==> config.mk <==
export PLATFORM = sky130hd
export DESIGN_NAME = reset_seq
export DESIGN_NICKNAME = d
export VERILOG_FILES = /design/src/rtl/reset_seq_pkg.sv /design/src/rtl/reset_sync_bit.sv /design/src/rtl/reset_seq.sv
export SDC_FILE = /design/constraint.sdc
export NUM_CORES = 1
export LEC_CHECK = 0
export CORE_ASPECT_RATIO = 0.75
export CORE_MARGIN = 5
export CORE_UTILIZATION = 48
export DETAILED_ROUTE_END_ITERATION = 8
export PLACE_DENSITY = 0.83
export SLEW_MARGIN = 40
export SYNTH_ARGS = -nofsm -noshare
export SYNTH_HDL_FRONTEND = slang
export SYNTH_SLANG_ARGS = --single-unit
==> constraint.sdc <==
create_clock -name clk_i -period 3.5 [get_ports clk_i]
set_clock_uncertainty 0.2 [all_clocks]
set_input_delay 0.35 -clock clk_i [delete_from_list [all_inputs] [get_ports clk_i]]
set_output_delay 0.35 -clock clk_i [all_outputs]
set_load 0.03 [all_outputs]
==> src/rtl/reset_seq_pkg.sv <==
// reset_seq_pkg: state encoding and counter sizing shared by the reset sequencer.
package reset_seq_pkg;

  typedef enum logic [1:0] {
    ST_ASSERT,
    ST_WAIT_ACK,
    ST_GAP,
    ST_DONE
  } state_t;

  function automatic int cnt_width(input int hold, input int gap, input int tmo);
    int m;
    m = hold > gap ? hold : gap;
    m = m > tmo ? m : tmo;
    return $clog2(m + 1);
  endfunction

endpackage

==> src/rtl/reset_sync_bit.sv <==
// reset_sync_bit: 2-flop synchroniser for a single asynchronous level, cleared to 0 by rst_i.
module reset_sync_bit (
  input  logic clk_i,
  input  logic rst_i,
  input  logic d_i,
  output logic q_o
);

  logic [1:0] r_ff;

  always_ff @(posedge clk_i) begin
    if (rst_i) r_ff <= 2'b00;
    else       r_ff <= {r_ff[0], d_i};
  end

  assign q_o = r_ff[1];

endmodule

==> src/rtl/reset_seq.sv <==
// reset_seq: holds all domains in reset until lock plus hold time, then releases them
// one at a time in index order, each gated on the previous stage's ack (or its timeout).
module reset_seq
  import reset_seq_pkg::*;
#(
  parameter int NUM_STAGES  = 3,
  parameter int HOLD_CYCLES = 16,
  parameter int STAGE_GAP   = 8,
  parameter int ACK_TIMEOUT = 1024
) (
  input  logic                  clk_i,
  input  logic                  rst_i,
  input  logic                  lock_i,
  input  logic                  soft_rst_i,
  input  logic [NUM_STAGES-1:0] stage_ack_i,
  output logic [NUM_STAGES-1:0] rst_o,
  output logic                  busy_o,
  output logic                  ready_o,
  output logic                  timeout_o
);

  localparam int CW = cnt_width(HOLD_CYCLES, STAGE_GAP, ACK_TIMEOUT);
  localparam int IW = NUM_STAGES > 1 ? $clog2(NUM_STAGES) : 1;
  localparam logic [CW-1:0] HOLD_LAST = CW'(HOLD_CYCLES - 1);
  localparam logic [CW-1:0] GAP_LAST  = CW'(STAGE_GAP - 1);
  localparam logic [CW-1:0] TO_LAST   = CW'(ACK_TIMEOUT > 0 ? ACK_TIMEOUT - 1 : 0);
  localparam logic [IW-1:0] LAST_IDX  = IW'(NUM_STAGES - 1);

  state_t                r_state, w_state;
  logic [CW-1:0]         r_cnt, w_cnt;
  logic [IW-1:0]         r_idx, w_idx;
  logic [NUM_STAGES-1:0] r_rst, w_rst;
  logic                  r_to, w_to;
  logic                  w_lock_s, w_abort, w_ack, w_tmo;

  reset_sync_bit u_lock_sync (
    .clk_i (clk_i),
    .rst_i (rst_i),
    .d_i   (lock_i),
    .q_o   (w_lock_s)
  );

  assign w_abort = soft_rst_i | ~w_lock_s;
  assign w_ack   = stage_ack_i[r_idx];
  assign w_tmo   = (ACK_TIMEOUT > 0) && (r_cnt == TO_LAST);

  // Released stages always form a low-order prefix, so releasing the next one is a left shift.
  always_comb begin
    w_state = r_state;
    w_cnt   = (r_state == ST_DONE || (r_state == ST_WAIT_ACK && ACK_TIMEOUT == 0)) ? r_cnt : r_cnt + 1'b1;
    w_idx   = r_idx;
    w_rst   = r_rst;
    w_to    = r_to;
    if (w_abort) begin
      w_state = ST_ASSERT;
      w_cnt   = '0;
      w_idx   = '0;
      w_rst   = '1;
      w_to    = 1'b0;
    end else begin
      case (r_state)
        ST_ASSERT: if (r_cnt == HOLD_LAST) begin
          w_state = ST_WAIT_ACK;
          w_cnt   = '0;
          w_rst   = r_rst << 1;
        end
        ST_WAIT_ACK: if (w_ack || w_tmo) begin
          w_state = (r_idx == LAST_IDX) ? ST_DONE : ST_GAP;
          w_cnt   = '0;
          w_to    = r_to | ~w_ack;
        end
        ST_GAP: if (r_cnt == GAP_LAST) begin
          w_state = ST_WAIT_ACK;
          w_cnt   = '0;
          w_idx   = r_idx + 1'b1;
          w_rst   = r_rst << 1;
        end
        default: ;
      endcase
    end
  end

  always_ff @(posedge clk_i) begin
    if (rst_i) begin
      r_state <= ST_ASSERT;
      r_cnt   <= '0;
      r_idx   <= '0;
      r_rst   <= '1;
      r_to    <= 1'b0;
    end else begin
      r_state <= w_state;
      r_cnt   <= w_cnt;
      r_idx   <= w_idx;
      r_rst   <= w_rst;
      r_to    <= w_to;
    end
  end

  assign rst_o     = r_rst;
  assign busy_o    = r_state != ST_DONE;
  assign ready_o   = r_state == ST_DONE;
  assign timeout_o = r_to;

endmodule

==> out/results.txt <==
Routability Congestion -> 0.757
Yosys reg bits -> 21
Worst slew pin tran -> 714 ps
Final antenna-violating net count -> 0
Hold Vio Cnt, Final -> 0
Worst Setup Start Kind -> flop
DRC Markers -> 0
CTS tree -> yes
R2r endpoint -> rst_o[1]
Setup repair after global routing missed its margin -> false
Min-Delay Path Class -> flop to flop
Gr ovfl total -> 0
Global-route usage over all layers -> 0.148
Vias in the first global route -> 739
Max Freq -> 0.421 GHz
Share of layout cells above drive strength 1 -> 0.0826
Die Span Y -> 49.0 µm
Resized Gates After CTS -> 0
Final period util -> 0.679
Netlist cell types -> 34
DIE WIDTH -> 61.9 µm
Worst path top cell family by delay -> buffers and inverters
Pin count of the biggest net entering global routing -> 12
Num rows -> 14
Final worst path period need -> 2380 ps
Initial Utilization -> 0.495
Synth Instances -> 108
Number of setup buffers added after CTS -> 0
CP required -> 2950 ps
Pleak -> 0.407 nW
Area growth syn-to-layout -> 16.8%
Worst R2R Start -> r_cnt[7]
Via count -> 776
Synth top area share -> 0.433
CP arrival -> 1830 ps
Drt via density -> 5.35
Async S/R FF share, synth -> 0
Hpwl dp -> 1560 µm
Die area -> 3030 µm²
Top cells by area, synth -> dfxtp_1 43%, nor2_1 6.2%, xnor2_1 5.4%, xor2_1 5.4%, nand2_1 4.6%
N_diodes -> 0
Endpoints failing setup -> 0
Part of the Yosys area used for sequential elements -> 0.433
DR iter-0 viols -> 14
Total negative slack -> 0 ps
Number of synthesized flops with an enable pin -> 0
CP Class -> flop to primary output
CP endpoint -> ready_o
Core footprint -> 1960 µm²
Syn nets -> 117
Synth Flop Type -> dfxtp_1
Num ports -> 13
H-tree levels -> 1
Post-Route WL -> 1990 µm
Port bufs -> 12
PwrDens -> 323 nW/µm²
Initial antenna violation count -> 0
Largest stage delay, worst path -> 680 ps
Hold_buf cts -> 0
Fin nets -> 131
Synth top cells by count -> 21 x dfxtp_1, 16 x nor2_1, 12 x nand2_1, 6 x xnor2_1, 6 x xor2_1
CTS max path bufs -> 2
Root Buffer -> clkbuf_4
Clock sinks -> 21
Core Util, Final -> 0.578
Max Slew Vio Count -> 0
Max-cap violations -> 0
CP Capture Type -> primary output
Avg Inst Size Synth -> 8.99 µm²
TritonCTS buffer count -> 3
VDD IR max -> 0.233 mV
Worst path depth -> 3
Outcome -> finished clean
CP max stage cell -> clkdlybuf4s50_1
Post-Syn Area -> 971 µm²
Critical Path, Cell by Cell -> nand2_1 > inv_1 > clkdlybuf4s50_1
Synth Warn # -> 0
WL/cell -> 13.7 µm
Total iterations of the first detailed-routing run -> 4
Cell taking the most area after synthesis -> dfxtp_1
Worst reg-to-reg path cell count -> 4
CP Launch Point -> r_state[1]
Top-count cell post-synth -> dfxtp_1
Slew headroom -> 0.523
Buf+Inv Stages, Crit Path -> 2
First-pass GRT wire length -> 3280 µm
Clock transition at path regs -> 110 ps
CP max FO -> 8
Clock Latency Late Sink -> 310 ps
R2R setup slack -> 1280 ps
[report_power, final]
group | switching [W] | leakage [nW] | internal (W) | total [W]
combinational | 0.00000323 | 0.222 | 0.00000740 | 0.0000106
sequential | 0.000000691 | 0.170 | 0.000240 | 0.000241
clock | 0.0000696 | 0.0150 | 0.0000445 | 0.000114
[logic make-up after synthesis]
group	share of synthesized area
AND/OR/NAND/NOR	0.273
flip-flops	0.433
XOR/XNOR	0.108
AO/OA/AOI/OAI	0.0954
buffers and inverters	0.0335
multiplexers	0.0309
adder cells (fa/ha/maj)	0.0258
[sequential cells by signal, indices dropped and copies added (netlist names)]
signal            flops
r_state               2
rst_o                 3
u_lock_sync.r_ff      2
timeout_o             1
r_cnt                11
r_idx                 2
[worst min path at each step]
| stage | from | endpoint | cells past startpoint |
|---|---|---|---|
| 2_1_floorplan | u_lock_sync.r_ff[0] | u_lock_sync.r_ff[1] | 1 |
| 3_5_place_dp | rst_o[0] | rst_o[0] | 2 |
| 5_1_grt | u_lock_sync.r_ff[0] | u_lock_sync.r_ff[1] | 1 |
| 3_3_place_gp | u_lock_sync.r_ff[0] | u_lock_sync.r_ff[1] | 1 |
| 6_report | rst_o[0] | rst_o[0] | 2 |
| 4_1_cts | rst_o[0] | rst_o[0] | 2 |
[metal layers]
metal	vias up	part of all wire	track usage
li1	395	-	-
met3	5	0.039	0.0556
met4	0	0.017	0.0636
met2	13	0.47	0.228
met1	363	0.47	0.179
met5	-	0	0
[worst reg2reg max path, delay by kind of cell, from the launching register on]
kind             cells  cell delay (ps)
AND/OR/NAND/NOR      3             1320
multiplexers         1              220
flip-flops           1              360
[layout by cell type (no fill, tap or decap), drive strengths merged, types with 3 or more instances in the layout]
| master | instances |
|---|---|
| xnor2 | 6 |
| nand3 | 3 |
| nor3 | 3 |
| mux2i | 3 |
| clkbuf | 4 |
| inv | 5 |
| nor2 | 16 |
| nand2 | 12 |
| xor2 | 6 |
| clkdlybuf4s50 | 12 |
| a21oi | 5 |
| dfxtp | 21 |
[through the flow]
stage                     hold WS [ps]  setup slack, ps  total power [W]  cells  cell area [µm²]
after floorplan                    214             1460         0.000249    108              971
after global placement             217             1340         0.000256    141             1110
after detailed placement           254             1280         0.000257    141             1110
after CTS                          270             1120         0.000371    145             1130
after global routing               306             1030         0.000384    145             1130
final                              270             1120         0.000366    145             1130
[final cells by class]
class | count | area, µm²
fill | 189 | 828
multi-input combinational | 79 | 518
sequential | 21 | 420
timing repair buffer | 12 | 120
tap | 24 | 30.0
clock buffer | 4 | 26.3
inverter | 5 | 18.8
(Power assumes the default switching activity.)
